===== src/rtl/if_pkg.sv =====
// Shared types and constants for the instruction fetch unit.
package if_pkg;

   typedef enum logic [1:0] {
      RESET_WAIT = 2'd0,
      FETCH      = 2'd1,
      FULL       = 2'd2,
      DISCARD    = 2'd3
   } fetch_state_t;

   localparam logic [31:0] IF_NOP_INSTR        = 32'h0000_0013;
   localparam logic [31:0] IF_DEFAULT_RESET_PC = 32'h0000_0000;

endpackage


===== src/rtl/instruction_fetch_unit_if.sv =====
// Instruction-memory read bus: READ/BUSYWAIT handshake between fetch unit and memory.
interface instruction_fetch_unit_if;

   logic        IMEM_READ;
   logic [31:0] IMEM_ADDRESS;
   logic [31:0] IMEM_READDATA;
   logic        IMEM_BUSYWAIT;

   modport master (output IMEM_READ, output IMEM_ADDRESS,
                   input  IMEM_READDATA, input IMEM_BUSYWAIT);
   modport slave  (input  IMEM_READ, input IMEM_ADDRESS,
                   output IMEM_READDATA, output IMEM_BUSYWAIT);

endinterface


===== src/rtl/fetch_skid_buffer.sv =====
// One-entry {pc, instr} holding register; flush wins over push, push over pop.
module fetch_skid_buffer (
   input  logic        CLK,
   input  logic        RESET,
   input  logic        i_push,
   input  logic        i_pop,
   input  logic        i_flush,
   input  logic [31:0] i_pc,
   input  logic [31:0] i_instr,
   output logic        o_full,
   output logic [31:0] o_pc,
   output logic [31:0] o_instr
);

   logic        r_full;
   logic [31:0] r_pc;
   logic [31:0] r_instr;

   always_ff @(posedge CLK or posedge RESET) begin
      if (RESET) begin
         r_full  <= 1'b0;
         r_pc    <= '0;
         r_instr <= '0;
      end else if (i_flush) begin
         r_full <= 1'b0;
      end else if (i_push) begin
         r_full  <= 1'b1;
         r_pc    <= i_pc;
         r_instr <= i_instr;
      end else if (i_pop) begin
         r_full <= 1'b0;
      end
   end

   assign o_full  = r_full;
   assign o_pc    = r_pc;
   assign o_instr = r_instr;

endmodule


===== src/rtl/instruction_fetch_unit.sv =====
// Fetch requester: issues word reads, presents {PC, PC+4, instr, valid} to IF/ID.
//   state      | meaning
//   RESET_WAIT | first cycle after reset, no request yet
//   FETCH      | request outstanding, output slot may be free or held
//   FULL       | output and skid buffer both occupied, no request
//   DISCARD    | redirected while busy; waiting to drop the stale response
module instruction_fetch_unit
   import if_pkg::*;
#(
   parameter logic [31:0] RESET_PC  = IF_DEFAULT_RESET_PC,
   parameter logic [31:0] NOP_INSTR = IF_NOP_INSTR
) (
   input  logic                     CLK,
   input  logic                     RESET,
   input  logic                     STALL,
   input  logic                     BRANCH_TAKEN,
   input  logic [31:0]              BRANCH_TARGET,
   instruction_fetch_unit_if.master imem,
   output logic [31:0]              IF_PC,
   output logic [31:0]              IF_PC_PLUS4,
   output logic [31:0]              IF_INSTRUCTION,
   output logic                     IF_VALID
);

   fetch_state_t r_state;
   logic         r_imem_read;
   logic [31:0]  r_imem_addr;
   logic [31:0]  r_fetch_pc;
   logic [31:0]  r_target;
   logic         r_if_valid;
   logic [31:0]  r_if_pc;
   logic [31:0]  r_if_pc_plus4;
   logic [31:0]  r_if_instr;

   logic         w_complete;
   logic         w_consume;
   logic [31:0]  w_target;
   logic [31:0]  w_next_addr;
   logic         w_skid_push;
   logic         w_skid_pop;
   logic         w_skid_full;
   logic [31:0]  w_skid_pc;
   logic [31:0]  w_skid_instr;

   always_comb begin
      w_complete  = r_imem_read && !imem.IMEM_BUSYWAIT;
      w_consume   = r_if_valid && !STALL;
      w_target    = BRANCH_TARGET & ~32'h0000_0003;
      w_next_addr = r_imem_addr + 32'd4;
      w_skid_push = !BRANCH_TAKEN && (r_state == FETCH) && w_complete && r_if_valid && STALL;
      w_skid_pop  = !BRANCH_TAKEN && (r_state == FULL) && w_consume;
   end

   fetch_skid_buffer u_skid (
      .CLK     (CLK),
      .RESET   (RESET),
      .i_push  (w_skid_push),
      .i_pop   (w_skid_pop),
      .i_flush (BRANCH_TAKEN),
      .i_pc    (r_imem_addr),
      .i_instr (imem.IMEM_READDATA),
      .o_full  (w_skid_full),
      .o_pc    (w_skid_pc),
      .o_instr (w_skid_instr)
   );

   always_ff @(posedge CLK or posedge RESET) begin
      if (RESET) begin
         r_state       <= RESET_WAIT;
         r_imem_read   <= 1'b0;
         r_imem_addr   <= RESET_PC;
         r_fetch_pc    <= RESET_PC;
         r_target      <= RESET_PC;
         r_if_valid    <= 1'b0;
         r_if_pc       <= '0;
         r_if_pc_plus4 <= '0;
         r_if_instr    <= NOP_INSTR;
      end else if (BRANCH_TAKEN) begin
         r_if_valid <= 1'b0;
         r_if_instr <= NOP_INSTR;
         r_fetch_pc <= w_target;
         if (!r_imem_read || w_complete) begin
            r_imem_addr <= w_target;
            r_imem_read <= 1'b1;
            r_state     <= FETCH;
         end else begin
            r_target <= w_target;
            r_state  <= DISCARD;
         end
      end else begin
         case (r_state)
            RESET_WAIT: begin
               r_imem_read <= 1'b1;
               r_imem_addr <= r_fetch_pc;
               r_state     <= FETCH;
            end
            FETCH: begin
               if (w_complete && (!r_if_valid || !STALL)) begin
                  r_if_valid    <= 1'b1;
                  r_if_pc       <= r_imem_addr;
                  r_if_pc_plus4 <= w_next_addr;
                  r_if_instr    <= imem.IMEM_READDATA;
                  r_imem_addr   <= w_next_addr;
                  r_fetch_pc    <= w_next_addr;
               end else if (w_complete) begin
                  // output held by STALL: response parked in the skid buffer
                  r_imem_read <= 1'b0;
                  r_fetch_pc  <= w_next_addr;
                  r_state     <= FULL;
               end else if (w_consume) begin
                  r_if_valid <= 1'b0;
                  r_if_instr <= NOP_INSTR;
               end
            end
            FULL: begin
               if (w_consume && w_skid_full) begin
                  r_if_pc       <= w_skid_pc;
                  r_if_pc_plus4 <= w_skid_pc + 32'd4;
                  r_if_instr    <= w_skid_instr;
                  r_imem_read   <= 1'b1;
                  r_imem_addr   <= r_fetch_pc;
                  r_state       <= FETCH;
               end
            end
            DISCARD: begin
               if (w_complete) begin
                  r_imem_addr <= r_target;
                  r_fetch_pc  <= r_target;
                  r_state     <= FETCH;
               end
            end
            default: r_state <= RESET_WAIT;
         endcase
      end
   end

   assign imem.IMEM_READ    = r_imem_read;
   assign imem.IMEM_ADDRESS = r_imem_addr;
   assign IF_VALID          = r_if_valid;
   assign IF_PC             = r_if_pc;
   assign IF_PC_PLUS4       = r_if_pc_plus4;
   assign IF_INSTRUCTION    = r_if_instr;

endmodule


===== src/flat_wrapper.sv =====
// flat-port wrapper written by rule: the top's interface ports become plain ports
module instruction_fetch_unit_flat import if_pkg::*;
#(
   parameter logic [31:0] RESET_PC  = IF_DEFAULT_RESET_PC,
   parameter logic [31:0] NOP_INSTR = IF_NOP_INSTR
)
  (CLK, RESET, STALL, BRANCH_TAKEN, BRANCH_TARGET, IF_PC, IF_PC_PLUS4, IF_INSTRUCTION, IF_VALID, imem_IMEM_READ, imem_IMEM_ADDRESS, imem_IMEM_READDATA, imem_IMEM_BUSYWAIT);
  instruction_fetch_unit_if imem_i ();
  input  logic CLK;
  input  logic RESET;
  input  logic STALL;
  input  logic BRANCH_TAKEN;
  input  logic [31:0] BRANCH_TARGET;
  output logic [31:0] IF_PC;
  output logic [31:0] IF_PC_PLUS4;
  output logic [31:0] IF_INSTRUCTION;
  output logic IF_VALID;
  output wire logic [$bits(imem_i.IMEM_READ)-1:0] imem_IMEM_READ;
  output wire logic [$bits(imem_i.IMEM_ADDRESS)-1:0] imem_IMEM_ADDRESS;
  input wire logic [$bits(imem_i.IMEM_READDATA)-1:0] imem_IMEM_READDATA;
  input wire logic [$bits(imem_i.IMEM_BUSYWAIT)-1:0] imem_IMEM_BUSYWAIT;
  assign imem_IMEM_READ = imem_i.IMEM_READ;
  assign imem_IMEM_ADDRESS = imem_i.IMEM_ADDRESS;
  assign imem_i.IMEM_READDATA = imem_IMEM_READDATA;
  assign imem_i.IMEM_BUSYWAIT = imem_IMEM_BUSYWAIT;
  instruction_fetch_unit #(.RESET_PC(RESET_PC), .NOP_INSTR(NOP_INSTR)) u_core (.CLK(CLK), .RESET(RESET), .STALL(STALL), .BRANCH_TAKEN(BRANCH_TAKEN), .BRANCH_TARGET(BRANCH_TARGET), .imem(imem_i), .IF_PC(IF_PC), .IF_PC_PLUS4(IF_PC_PLUS4), .IF_INSTRUCTION(IF_INSTRUCTION), .IF_VALID(IF_VALID));
endmodule

===== config.mk =====
export PLATFORM = sky130hd
export DESIGN_NAME = instruction_fetch_unit_flat
export DESIGN_NICKNAME = d
export VERILOG_FILES = /design/src/rtl/if_pkg.sv /design/src/rtl/instruction_fetch_unit_if.sv /design/src/rtl/fetch_skid_buffer.sv /design/src/rtl/instruction_fetch_unit.sv /design/src/flat_wrapper.sv
export SDC_FILE = /design/constraint.sdc
export NUM_CORES = 1
export LEC_CHECK = 0
export CAP_MARGIN = 20
export CELL_PAD_IN_SITES_DETAIL_PLACEMENT = 0
export CELL_PAD_IN_SITES_GLOBAL_PLACEMENT = 1
export CORE_MARGIN = 4
export CORE_UTILIZATION = 25
export CTS_BUF_LIST = sky130_fd_sc_hd__clkbuf_16
export DETAILED_ROUTE_END_ITERATION = 10
export GPL_ROUTABILITY_DRIVEN = 0
export PLACE_DENSITY_LB_ADDON = 0.1
export SLEW_MARGIN = 10
export SYNTH_ARGS = -nofsm -noshare
export SYNTH_HDL_FRONTEND = slang
export SYNTH_SLANG_ARGS = --single-unit
export TNS_END_PERCENT = 30

===== constraint.sdc =====
create_clock -name CLK -period 20.3 [get_ports CLK]
set_input_delay 4.06 -clock CLK [delete_from_list [all_inputs] [get_ports CLK]]
set_output_delay 4.06 -clock CLK [all_outputs]
set_load 0.02 [all_outputs]

* After elaboration in Yosys (flattened, before gate mapping) *
Index checks and enable logic that the tools add are counted.

word-level totals
  bits of input ports = 69
  register bits = 259
  output and inout bits = 130
  word-level logic and storage cells = 107

cells by class
  mux-type cells = 42
  add/subtract/negate cells = 2
  reductions and logical operators = 34
  equal/unequal tests = 15
  bitwise operators = 2

operators by type and width
  operator                                       count
  two-way mux 32 bit                             16
  case mux 32 bit (2 select lines)               4
  case mux 32 bit (4 select lines)               1
  adder 32 x 3 -> 32 bit, second input constant  2
  AND reduction 4 bit                            4
  two-way mux 1 bit                              13
  two-way mux 2 bit                              6
  != test 3 bit, second input constant           4
  nonzero test 3 bit                             4
  logical AND 1 bit                              10
  != test 4 x 3 -> 1 bit, second input constant  2
  case mux 2 bit (4 select lines)                1
  != test 3 x 2 -> 1 bit, second input constant  2
  AND reduction 3 bit                            2
  zero test 1 bit                                5
  AND reduction 5 bit                            1
  == test 2 bit, second input constant           2
  != test 2 bit, second input constant           2
  != test 4 bit, second input constant           1
  AND reduction 2 bit                            2
  nonzero test 2 bit                             2
  nonzero test 4 bit                             1
  case mux 1 bit (3 select lines)                1
  == test 2 x 1 -> 1 bit, second input constant  1
  4 further kinds                                6

* Longest topological paths before layout *
Gate-level depths: netlist (run 1).

  depth after elaboration = 7
  gate-level depth with buffers = 11
  depth with buffers taken out = 7

* Cells and area by module *
A second synthesis (run 1) with hierarchy kept.

second synthesis, totals
  cell total of the unflattened synthesis = 1,309
  area total of the unflattened synthesis = 12,946.2 µm²

by module, submodules not included
  module                  sequential area each (µm²)  instances  area an instance (µm²)  cells an instance
  instruction_fetch_unit  4,808.4                     1          10,201.0                1,168
  fetch_skid_buffer       1,626.6                     1          2,745.1                 141

* Worst setup path after synthesis (run 1) *
No wires, ideal clock.

  path kind = in2reg
  from = input imem_IMEM_BUSYWAIT
  to = register u_core.u_skid.r_instr[0] (netlist: u_core.u_skid.o_instr[0])
  data required time = 20.175 ns
  stages on the path = 6
  library setup time = 0.125 ns
  path slack = 14.694 ns
  arrival = 5.481 ns
  path buffers = 2
  path through = nor2b_1 -> nand3_1 -> nor2_1 -> buf_2 -> buf_2 -> mux2_2

between the ends
  word-level cells in the longest chain between the ends = 6

ends and longest elaborated chain
  item                             RTL line                      RTL
  start, declared                  flat_wrapper.sv:21            input wire logic [$bits(imem_i.IMEM_BUSYWAIT)-1:0] imem_IMEM_BUSYWAIT;
  zero test 1 bit                  instruction_fetch_unit.sv:46  w_complete = r_imem_read && !imem.IMEM_BUSYWAIT;
  logical AND 1 bit                instruction_fetch_unit.sv:46
  logical AND 1 bit (3 in series)  instruction_fetch_unit.sv:50  w_skid_push = !BRANCH_TAKEN && (r_state == FETCH) && w_complete && r_if_valid && STALL;
  AND reduction 2 bit (no line)    -
  end signal, assigned             fetch_skid_buffer.sv:29       r_instr <= i_instr;
  end, declared                    fetch_skid_buffer.sv:17       logic [31:0] r_instr;

No other way between the ends.
A chain may end at the register's enable or synchronous reset.

* Worst setup path in the final report (run 1) *
  from = register u_core.r_imem_addr[16] (netlist: u_core.imem.IMEM_ADDRESS[16])
  to = output imem_IMEM_ADDRESS[16]

RTL lines
  item                    RTL line                       RTL
  start, declared         instruction_fetch_unit.sv:27   logic [31:0] r_imem_addr;
  start signal, assigned  instruction_fetch_unit.sv:83   r_imem_addr <= w_target;
  start signal, assigned  instruction_fetch_unit.sv:94   r_imem_addr <= r_fetch_pc;
  start signal, assigned  instruction_fetch_unit.sv:103  r_imem_addr <= w_next_addr;
  end, declared           flat_wrapper.sv:19             output wire logic [$bits(imem_i.IMEM_ADDRESS)-1:0] imem_IMEM_ADDRESS;

No word-level cell between the ends.

==> flow_summary.json, run 1 <==
{
  "status": "finished, final reports clean",
  "vias_per_cell": 5.005,
  "required_ns": 16.24,
  "p_seq_share_pct": 38.6,
  "cts.clk_slew.worst_paths_ns": 0.06,
  "async_flop_share_pct": 100.0,
  "layout_min_cycle_time_ns": 6.110,
  "drtAntennaViolNets": 0,
  "vias": 11070,
  "slew_headroom_pct": 28.71,
  "area_growth_pct": 28.20,
  "critPathMaxFanout": 10,
  "reg2reg_depth": 8,
  "cts_root_buf": "clkbuf_16",
  "dp_hpwl_um": 33780,
  "track_usage_pct": 17.00,
  "cts-resized-gates": 0,
  "core_um2": 51610,
  "max_stage_delay_ns": 0.80,
  "slowest_stage": "clkdlybuf4s50_1",
  "comb_power_share_pct": 36.8,
  "overflow": 0,
  "crit_chain": "clkdlybuf4s50_1",
  "crit_buf_inv": 1,
  "switching_power_w": 0.0009371,
  "maxCapViolCount": 0,
  "die_area_um2": 56260,
  "power.total_w": 0.002343,
  "io_buffers": 196,
  "grt_pass1_wl_um": 73360,
  "yosysWarnings": 0,
  "synthesis.nets": 1433,
  "fin_util_pct": 32.62,
  "std_cell_rows": 83,
  "ys_types": 66,
  "tightest_slew_ns": 1.068,
  "synth_area_per_cell_um2": 9.670,
  "synthFlopType": "dfrtp_1",
  "clk-insertion-delay-late_ns": 0.55,
  "crit_family": "buffers and inverters",
  "drt_pass1_iterations": 5,
  "drive_above_1_share_pct": 12.21,
  "critPathLaunchType": "flop",
  "nets": 1580,
  "clk_path_buf_depth": 3,
  "grt_antenna_before_repair": 0,
  "critPathArrivalTime_ns": 2.05,
  "critPathKind": "flop to output pin",
  "grt_max_degree": 97,
  "avgRoutedWirePerCell_um": 22.09,
  "maxSlewViolCount": 0,
  "routed_wl_um": 48860,
  "post_synth_inst_count": 1358,
  "synthesis.area_um2": 13130,
  "htree_levels": 2,
  "boundaryPins": 199,
  "tns_ns": 0,
  "fillerInstances": 5408,
  "sw_frac_of_total_pct": 39.99,
  "hold_path_class": "flop to flop",
  "clock-sinks": 257,
  "hp-start": "u_core.IF_PC_PLUS4[16]",
  "clock_skew_ns": 0.03372,
  "period_share_pct": 30.10,
  "p_per_area_nw_per_um2": 139.2,
  "seq_area_frac_synth_pct": 49.00,
  "final-hold-violation-count": 0,
  "mostFrequentLayoutCell": "dfrtp_1",
  "fmax_ghz": 0.1637,
  "p_clk_share_pct": 24.6,
  "drtIter0Drc": 648,
  "crit_path_start": "u_core.imem.IMEM_ADDRESS[16]",
  "cts_buffers": 35,
  "r2r_start": "u_core.r_state[1]",
  "leakage_nw": 6.734,
  "fp.dieW_um": 237.2,
  "rsz0062_at_grt": "no",
  "min_path_cells": 2,
  "cts_tree": "built",
  "postCtsSetupRepairBufs": 0,
  "initial_utilization_pct": 25.44,
  "die_y_um": 237.2,
  "ctsHoldBuffers": 0,
  "cp_num_cells": 1,
  "setup_viol": 0,
  "irDropWorstVdd_v": 0.00004933,
  "cp-end-kind": "output pin",
  "drc": 0,
  "grt_pass1_vias": 10809,
  "synth-seq-cells": 257,
  "mostFrequentLayoutCells": "dfrtp_1, clkdlybuf4s50_1, nand2_1, o21ai_0, a21oi_1",
  "p_int_w": 0.001406,
  "synth-edff-count": 0
}
-- final timing paths --
check / endpoint / slack [ns]
min in group asynchronous: u_core.r_fetch_pc[6] / 4.00
max in group asynchronous: u_core.u_skid.o_pc[21] / 14.95
setup / recovery: imem_IMEM_ADDRESS[16] / 14.19
hold reg to reg: u_core.IF_PC_PLUS4[16] / 0.47
setup reg to reg: u_core.r_fetch_pc[14] / 17.17
hold / removal: u_core.IF_PC_PLUS4[16] / 0.47
-- flip-flops by register name (all words and copies together) (netlist names) --
signal and flops:
u_core.IF_INSTRUCTION 32, u_core.IF_PC 30, u_core.IF_PC_PLUS4 32, u_core.IF_VALID 1
u_core.imem.IMEM_ADDRESS 32, u_core.imem.IMEM_READ 1, u_core.r_fetch_pc 32, u_core.r_state 2
u_core.r_target 30, u_core.u_skid.o_full 1, u_core.u_skid.o_instr 32, u_core.u_skid.o_pc 32
-- cell families (layout without fill, tap and decap cells) --
group,count (synthesis),count (layout),share of synthesized area [%]
other,0,1,0
AO/OA/AOI/OAI,387,387,18.24
buffers and inverters,143,316,4.316
multiplexers,136,136,11.23
adder cells (fa/ha/maj),6,6,0.5717
XOR/XNOR,28,28,1.868
flip-flops,257,257,49.00
AND/OR/NAND/NOR,401,401,14.77
-- cells in the mapped netlist, types with 14 or more instances --
cell / instances / area, um2
nor3_1: 34 / 170.2
o31ai_1: 23 / 172.7
xnor2_1: 21 / 183.9
a21oi_1: 104 / 520.5
a22oi_1: 32 / 240.2
and3_1: 26 / 162.7
nand4_1: 16 / 100.1
mux2i_1: 45 / 450.4
dfrtp_1: 254 / 6356
nor4_1: 24 / 150.1
a31oi_1: 27 / 168.9
inv_1: 28 / 105.1
mux2_2: 91 / 1025
buf_2: 14 / 70.07
o21ai_0: 113 / 565.5
clkbuf_1: 93 / 349.1
nand2_1: 135 / 506.7
o211ai_1: 14 / 105.1
nor2_1: 90 / 337.8
nand3_1: 26 / 130.1
-- power groups by stage --
| stage | Clock (W) | Combinational, W | Sequential (W) |
|---|---|---|---|
| final | 0.000576 | 0.000863 | 0.000904 |
| after CTS | 0.000601 | 0.000876 | 0.000904 |
| after global routing | 0.000621 | 0.000942 | 0.000935 |
| after global placement | 0 | 0.000868 | 0.000907 |
| after floorplan | 0 | 0.000407 | 0.000936 |
| after detailed placement | 0 | 0.000873 | 0.000912 |
-- metal layers --
metal  up-vias  global-route usage [%]  wire length [um]
li1       5266                       -                 -
met1      5512                   25.16             24030
met2       247                   25.99             21620
met3        45                   3.562              2496
met4         0                   2.972               712
met5         -                       0                 0
-- cell type report --
type | count | area, um2 | area share, %
sequential | 257 | 6435 | 38.22
multi-input combinational | 958 | 6202 | 36.84
timing repair buffer | 225 | 2176 | 12.92
clock buffer | 36 | 900.9 | 5.351
tap | 680 | 850.8 | 5.054
clock inverter | 27 | 155.1 | 0.9216
inverter | 28 | 112.6 | 0.6689
antenna | 1 | 2.502 | 0.01486
-- stage by stage --
stage | cell area, um2 | cells | worst slack (ns) | hold WS [ns]
finish | 16830 | 2212 | 14.19 | 0.4746
detailed placement | 15770 | 2147 | 13.66 | 0.4691
CTS | 16830 | 2210 | 14.20 | 0.4817
floorplan | 13130 | 1358 | 9.175 | 0.4655
global placement | 15760 | 2146 | 13.62 | 0.4643
global route | 16830 | 2211 | 14.00 | 0.4991
(Power assumes the default switching activity.)
==> inputs of run 2 (changes only) <==
Clock period 20.3 ns to 5.7 ns, I/O delays scaled along.
==> run 2 against run 1 <==
  * Largest power group unchanged
  * Non-clock buffer count shrank 4
  * Cell area grew 0.30%
  * Utilization grew 0.097 points
  * Highest routed layer unchanged
  * Sequential cell count is the same
  * Clock power grew to 3.7 times the previous value
  * Critical endpoint is now u_core.r_fetch_pc[30]
  * Register-to-register slack lost 15 ns
  * Final cell count shrank 0.14%
  * Global-route usage shrank 0.15 points
  * Critical path depth grew 6
  * Sequential share of layout area shrank 0.11 points
  * Total power grew to 3.6 times the previous value
==> flow_summary.json, run 2 (same netlist as run 1, synthesis figures left out) <==
{
  "n_antenna_cell": 0,
  "fmax_ghz": 0.2933,
  "fin_hold_ws_ns": 0.4741,
  "cp-end-kind": "flop",
  "io_buffers": 196,
  "clock_skew_ns": 0.01500,
  "cts_tree": "built",
  "crit_chain": "clkdlybuf4s50_1 -> nor2b_1 -> o21ai_2 -> nand2_1 -> buf_4 -> mux2i_1 -> o21ai_0",
  "clk_path_buf_depth": 3,
  "maxCapViolCount": 0,
  "maxSlewViolCount": 0,
  "switching_power_w": 0.003335,
  "p_clk_share_pct": 25.4,
  "die_area_um2": 56260,
  "critPathKind": "primary input to flop",
  "grt_pass1_wl_um": 73000,
  "crit_buf_inv": 2,
  "overflow": 0,
  "tightest_slew_ns": 1.031,
  "p_int_w": 0.005084,
  "irDropWorstVdd_v": 0.0001806,
  "drtAntennaViolNets": 0,
  "critPathLaunchType": "primary input",
  "max_stage_delay_ns": 0.58,
  "final-hold-violation-count": 0,
  "drt_pass1_iterations": 5,
  "hold_path_class": "flop to flop",
  "dp_hpwl_um": 33330,
  "finalInstanceArea_um2": 16880,
  "drtIter0Drc": 678,
  "slowest_stage": "nand2_1",
  "clock-sinks": 257,
  "drc": 0,
  "required_ns": 6.10,
  "clk-insertion-delay-late_ns": 0.54,
  "ctsHoldBuffers": 0,
  "status": "finished, final reports clean",
  "mostFrequentLayoutCells": "dfrtp_1, clkdlybuf4s50_1, nand2_1, o21ai_0, a21oi_1",
  "placed_area_um2": 15770,
  "sw_frac_of_total_pct": 39.61,
  "cts.clk_slew.worst_paths_ns": 0.06,
  "cts_buffers": 36,
  "cts_root_buf": "clkbuf_16",
  "grt_antenna_before_repair": 0,
  "nets": 1577,
  "vias": 10917,
  "grt_pass1_vias": 11008,
  "boundaryPins": 199,
  "period_share_pct": 59.83,
  "p_per_area_nw_per_um2": 498.6,
  "htree_levels": 2,
  "rsz0062_at_grt": "no",
  "cts-resized-gates": 0,
  "routed_wl_um": 48190,
  "area_growth_pct": 28.58,
  "crit_family": "simple AND/OR/NAND/NOR gates",
  "tns_ns": 0,
  "drive_above_1_share_pct": 12.23,
  "critPathMaxFanout": 19,
  "track_usage_pct": 16.85,
  "vias_per_cell": 4.942,
  "slew_headroom_pct": 31.29,
  "p_seq_share_pct": 38.3,
  "postCtsSetupRepairBufs": 0,
  "setup_viol": 0,
  "mostFrequentLayoutCell": "dfrtp_1",
  "critPathArrivalTime_ns": 3.81,
  "comb_power_share_pct": 36.3,
  "grt_max_degree": 123,
  "leakage_nw": 6.755,
  "initial_utilization_pct": 25.44,
  "die_y_um": 237.2,
  "avgRoutedWirePerCell_um": 21.82,
  "std_cell_rows": 83,
  "layout_min_cycle_time_ns": 3.410,
  "core_um2": 51610,
  "fp.dieW_um": 237.2
}
[run 2: cell types whose count changed in the layout (fill, tap and decap cells not counted), sizes merged]
cell | before | now
bufinv | 1 | 2
buf | 29 | 26
inv | 39 | 40
diode | 1 | 0
clkinv | 14 | 13
[run 2: worst min-delay path, cell delays in order (launching register included)]
cell and delay (ns):
dfrtp_1 0.34, nand2_1 0.04, o21ai_0 0.06
[run 2: power by group through the flow]
stage               Sequential, W  Combinational (W)  Clock [W]
detailed placement        0.00326            0.00310          0
floorplan                 0.00333            0.00145          0
CTS                       0.00323            0.00311    0.00223
global placement          0.00324            0.00308          0
finish                    0.00322            0.00306    0.00214
global route              0.00334            0.00335    0.00231
[run 2: metal layers]
layer | track usage, % | share of wire [%] | vias to the layer above
li1 | - | - | 5254
met1 | 25.23 | 50 | 5365
met2 | 25.19 | 44 | 235
met3 | 3.353 | 4.7 | 63
met4 | 3.680 | 1.7 | 0
met5 | 0 | 0 | -
[run 2: final timing paths]
check	from	to	slack [ns]	depth (start not counted)
setup / recovery	imem_IMEM_BUSYWAIT	u_core.r_fetch_pc[30]	2.29	7
hold / removal	u_core.IF_PC_PLUS4[16]	u_core.IF_PC_PLUS4[16]	0.47	2
setup reg to reg	u_core.imem.IMEM_ADDRESS[2]	u_core.IF_PC_PLUS4[28]	2.31	7
hold reg to reg	u_core.IF_PC_PLUS4[16]	u_core.IF_PC_PLUS4[16]	0.47	2
max in group asynchronous	RESET	u_core.IF_PC[11]	3.91	3
min in group asynchronous	RESET	u_core.r_target[13]	1.15	3
[run 2: stage by stage]
step | util (%) | std cells | worst slack [ns] | power (W)
final | 32.71 | 2209 | 2.290 | 0.008419
after global routing | 32.71 | 2209 | 2.127 | 0.008992
after CTS | 32.71 | 2209 | 2.352 | 0.008558
after detailed placement | 30.56 | 2144 | 1.771 | 0.006355
after global placement | 30.56 | 2144 | 1.771 | 0.006319
after floorplan | - | 1358 | 1.177 | 0.004784
[run 2: final cells by class]
cell class | count | area [um2]
sequential | 257 | 6435
clock buffer | 37 | 925.9
inverter | 28 | 108.9
clock inverter | 28 | 185.2
tap | 680 | 850.8
multi-input combinational | 958 | 6197
timing repair buffer | 221 | 2182
fill | 5321 | 34730
==> inputs of run 3 (changes only) <==
Clock period 5.7 ns to 2.7 ns, I/O delays scaled along.
==> run 3 against run 2 <==
  * Register-to-register slack got worse by 2.1 ns
  * Sequential cell count did not move
  * Global-route usage rose by 0.34 points
  * Final cell count rose by 2.9%
  * Hold slack got worse by 0.17 ns
  * Setup slack got worse by 2.1 ns
  * Clock power rose by 100%
  * Cell area rose by 3.5%
  * Routed wire length rose by 2.0%
  * Highest routed layer unchanged
  * Non-clock buffer count rose by 68
  * Clock-buffer cell count did not move
==> flow_summary.json, run 3 (same netlist as run 1, synthesis figures left out) <==
{
  "maxCapViolCount": 0,
  "layout_min_cycle_time_ns": 2.496,
  "dp_hpwl_um": 34980,
  "p_per_area_nw_per_um2": 1035,
  "status": "finished, final reports clean",
  "leakage_nw": 7.098,
  "critPathKind": "flop to output pin",
  "area_growth_pct": 33.09,
  "ctsHoldBuffers": 0,
  "wl_met1_um": 24320,
  "die_y_um": 237.2,
  "fmax_ghz": 0.4006,
  "top_layer": "met4",
  "r2r_start": "u_core.imem.IMEM_ADDRESS[2]",
  "slowest_stage": "clkdlybuf4s50_1",
  "drc": 0,
  "crit_buf_inv": 1,
  "r2r-end": "u_core.IF_PC_PLUS4[28]",
  "cts_tree": "built",
  "grt_pass1_vias": 11344,
  "cp-end-kind": "output pin",
  "mostFrequentLayoutCell": "dfrtp_1",
  "r2r_slack_ns": 0.21,
  "slew_headroom_pct": 28.54,
  "initial_utilization_pct": 25.44,
  "fin_util_pct": 33.86,
  "wl_met3_um": 2290,
  "clk-insertion-delay-late_ns": 0.54,
  "reg2reg_depth": 7,
  "nets": 1644,
  "track_usage_pct": 17.19,
  "critPathLaunchType": "flop",
  "avgRoutedWirePerCell_um": 21.61,
  "n_antenna_cell": 0,
  "cts_root_buf": "clkbuf_16",
  "crit_family": "buffers and inverters",
  "maxSlewViolCount": 0,
  "cts.clk_slew.worst_paths_ns": 0.06,
  "critPathArrivalTime_ns": 1.96,
  "die_area_um2": 56260,
  "drtIter0Drc": 771,
  "tightest_slew_ns": 1.068,
  "grt_max_degree": 75,
  "rsz0062_at_grt": "no",
  "power.total_w": 0.01809,
  "core_um2": 51610,
  "grt_antenna_before_repair": 0,
  "critPathMaxFanout": 14,
  "clock_skew_ns": 0.01745,
  "routed_wl_um": 49140,
  "postCtsSetupRepairBufs": 0,
  "htree_levels": 2,
  "final-hold-violation-count": 0,
  "hold_path_class": "primary input to async pin",
  "overflow": 0,
  "cts_buffers": 35,
  "mostFrequentLayoutCells": "dfrtp_1, clkdlybuf4s50_1, nand2_1, o21ai_0, a21oi_1",
  "std_cell_rows": 83,
  "met2_length_um": 21560,
  "crit_chain": "clkdlybuf4s50_1",
  "clk_path_buf_depth": 3,
  "period_share_pct": 92.44,
  "fp.dieW_um": 237.2,
  "io_buffers": 196,
  "required_ns": 2.16,
  "drive_above_1_share_pct": 15.50,
  "max_stage_delay_ns": 0.78,
  "vias_per_cell": 4.952,
  "drt_pass1_iterations": 6,
  "grt_pass1_wl_um": 74380,
  "clock-sinks": 257,
  "irDropWorstVdd_v": 0.0004443,
  "drtAntennaViolNets": 0,
  "setup_viol": 0,
  "boundaryPins": 199,
  "vias": 11260,
  "cts-resized-gates": 0
}
-- run 3: how the worst max path moves through the flow --
| stage | start | endpoint | slack (ns) | cells past startpoint |
|---|---|---|---|---|
| after floorplan | RESET | u_core.IF_INSTRUCTION[10] | -1.22 | 1 |
| after global placement | u_core.u_skid.o_pc[3] | u_core.IF_PC_PLUS4[22] | 0.12 | 8 |
| after detailed placement | u_core.u_skid.o_pc[3] | u_core.IF_PC_PLUS4[22] | 0.08 | 8 |
| after CTS | u_core.u_skid.o_pc[3] | u_core.IF_PC_PLUS4[22] | 0.06 | 8 |
| after global routing | u_core.imem.IMEM_ADDRESS[2] | u_core.IF_PC_PLUS4[22] | 0.04 | 7 |
| final | u_core.imem.IMEM_ADDRESS[25] | imem_IMEM_ADDRESS[25] | 0.20 | 1 |
-- run 3: final cells by class --
type                       instances  area [um2]
inverter                          28       108.9
clock buffer                      37       925.9
sequential                       257        6435
tap                              680       850.8
multi-input combinational        958        6197
clock inverter                    25       128.9
fill                            5313       34140
timing repair buffer             289        2830
-- run 3: worst reg2reg max path, stage by stage (launching register included) --
cell	delay [ns]
dfrtp_1	0.41
ha_1	0.27
nand3_1	0.26
nor4_1	0.55
buf_4	0.26
a21boi_0	0.11
o31ai_1	0.37
o21ai_0	0.12
-- run 3: metal layers --
| metal | track usage [%] | up-vias |
|---|---|---|
| li1 | - | 5378 |
| met3 | 3.446 | 59 |
| met5 | 0 | - |
| met1 | 25.52 | 5592 |
| met2 | 25.79 | 231 |
| met4 | 4.069 | 0 |
-- run 3: metrics by stage --
stage / setup slack (ns) / instance area, um2 / hold WS [ns] / std cells / TNS (ns)
2_1_floorplan: -1.223 / 13140 / 0.4655 / 1358 / -311.67
3_3_place_gp: 0.1247 / 16420 / 0.4626 / 2212 / 0
3_5_place_dp: 0.07976 / 16420 / 0.4698 / 2212 / 0
4_1_cts: 0.06455 / 17470 / 0.2776 / 2274 / 0
5_1_grt: 0.04270 / 17480 / 0.3003 / 2274 / 0
6_report: 0.2040 / 17480 / 0.3050 / 2274 / 0
-- run 3: where the power goes --
part / switching, W / internal, W
clock: 0.00180 / 0.00255
combinational: 0.00416 / 0.00322
sequential: 0.00114 / 0.00522
total: 0.00710 / 0.0110
==> RTL change (flow settings as in run 2) <==
Add an input register stage for `BRANCH_TARGET`, without a reset; this delays it by one clock. The other inputs are not delayed to match.
--- a/src/rtl/instruction_fetch_unit.sv
+++ b/src/rtl/instruction_fetch_unit.sv
@@ -24,2 +24,8 @@
 
+   logic [31:0] BRANCH_TARGET_q;
+
+   always_ff @(posedge CLK) begin
+      BRANCH_TARGET_q <= BRANCH_TARGET;
+   end
+
    fetch_state_t r_state;
@@ -47,3 +53,3 @@
       w_consume   = r_if_valid && !STALL;
-      w_target    = BRANCH_TARGET & ~32'h0000_0003;
+      w_target    = BRANCH_TARGET_q & ~32'h0000_0003;
       w_next_addr = r_imem_addr + 32'd4;
Behaviour: not the same (Yosys sat finds a counterexample within 4 cycles, from zero or initial values and one cycle with RESET high).
==> RTL change against run 2 <==
- global-route usage shrank 0.72 points
- wire length grew 0.88%
- count of clock-buffer cells in the layout is the same
- cell area grew 5.2%
- cell count grew 5.0%
- setup slack gained 55 ps
- synthesized area grew 6.8%
- sequential cell count grew 30
- die area grew 6.6%
- non-clock buffer count shrank 4
- power grew 6.4%
- utilization shrank 0.59 points
- critical path type unchanged
- critical endpoint is now u_core.r_target[22]
- largest cell class unchanged
- largest power group unchanged
==> RTL change: results (changes against run 2) <==
* Hold endpoint: u_core.IF_INSTRUCTION[8]
* Reg2reg end: u_core.IF_PC_PLUS4[30]
* TritonCTS Buffers at 37 (+2.8%)
* Share of layout cells above drive strength 1 at 13.0% (+0.75 points)
* R2r setup slk at 2490 ps (+180 ps)
* Total Routing Usage GR at 16.1% (-0.72 points)
* FFs & Latches at 287 (+12%)
* Main area contributors after synthesis: dfrtp_1 (45%), mux2_2 (7.6%), nand2_1 (4.6%)
* Most frequent cells after synthesis: dfrtp_1 (254), nand2_1 (172), o21ai_0 (109)
* Met2 wire length at 21.0 mm (about the same)
* Worst path arrival time at 3790 ps (-20 ps)
* P_int at 0.00537 W (+5.5%)
* Reg-to-reg startpoint: u_core.imem.IMEM_ADDRESS[6]
* M1 GR Usage at 24.0% (-1.3 points)
* Max layer used: met5
* Cell area power density at 504 nW/um^2 (+1.1%)
* Post-DP HPWL at 32.9 mm (-1.3%)
* Crit-path max FO at 58 (+39)
* Met3 wire length at 2.21 mm (-3.6%)
* Layout clock area frac at 6.38% (-0.20 points)
* Leak Pwr at 7.07 nW (+4.7%)
* First-pass GRT wire length at 74.5 mm (+2.0%)
* Final Skew at 22.9 ps (+7.90 ps)
* Unique cell type count in the Yosys netlist at 68 (+3.0%)
* Non-CTS buffers at 217 (-1.8%)
* Non-clock buffering overhead at 12.0% (-0.94 points)
* Hold slack at 472 ps (-1.72 ps)
* Register area at 7040 sq um (+9.3%)
* Post-synthesis cell count at 1400 (+3.1%)
* Final cell count without fillers at 2320 (+5.0%)
* Inverters at 17 (-39%)
* Sequential share of the synthesized area at 50.2% (+1.2 points)
* Wl on met1 at 24.6 mm (+1.9%)
* Status: complete, no violations
* Met3 GRT Util at 3.43% (+0.077 points)
* Multi-input combinational area share at 36.4% (-0.31 points)
* Vias at 11228 (+2.8%)
* Filler cells at 5729 (+7.7%)
* Clk pwr share at 24.9% (-0.5 points)
* Clock Latency Late Sink at 560 ps (+20 ps)
* Worst path max stage delay at 780 ps (+200 ps)
* Slowest CP cell: nand3_1
* Path depth of the worst reg2reg path at 5 (-2)
* Drt total wl at 48.6 mm (+0.88%)
* Asr flop ratio synth at 89.5% (-10 points)
* Syn Std Cell Area at 14000 sq um (+6.8%)
* 1st-iter DRT viols at 719 (+6.0%)
* Synthesized net count at 1475 (+2.9%)
* Final net count at 1618 (+2.6%)
* VDD IR max at 0.169 mV (-6.4%)
* CP delay by family, top: buffers and inverters
* Pre-CTS WS at 1670 ps (-98.1 ps)
* Multi-input gates at 983 (+2.6%)
==> RTL change: logic make-up (layout without fill, tap and decap cells) <==
kind of cell	after synthesis	in the layout	synth area share (%)
adder cells (fa/ha/maj)	6	6	0.535
multiplexers	140	140	10.8
XOR/XNOR	29	29	1.81
flip-flops	287	287	50.2
buffers and inverters	130	302	4.15
AND/OR/NAND/NOR	437	437	15.7
AO/OA/AOI/OAI	371	371	16.7
==> RTL change: how the worst max path moves through the flow <==
| stage | start | endpoint | slack, ps | cells past startpoint |
|---|---|---|---|---|
| floorplan | RESET | u_core.IF_INSTRUCTION[10] | 1180 | 1 |
| global placement | BRANCH_TAKEN | u_core.r_target[6] | 1670 | 5 |
| detailed placement | BRANCH_TAKEN | u_core.r_target[22] | 1670 | 5 |
| CTS | BRANCH_TAKEN | u_core.r_target[22] | 2280 | 5 |
| global route | BRANCH_TAKEN | u_core.IF_INSTRUCTION[20] | 2130 | 7 |
| finish | BRANCH_TAKEN | u_core.r_target[22] | 2350 | 5 |
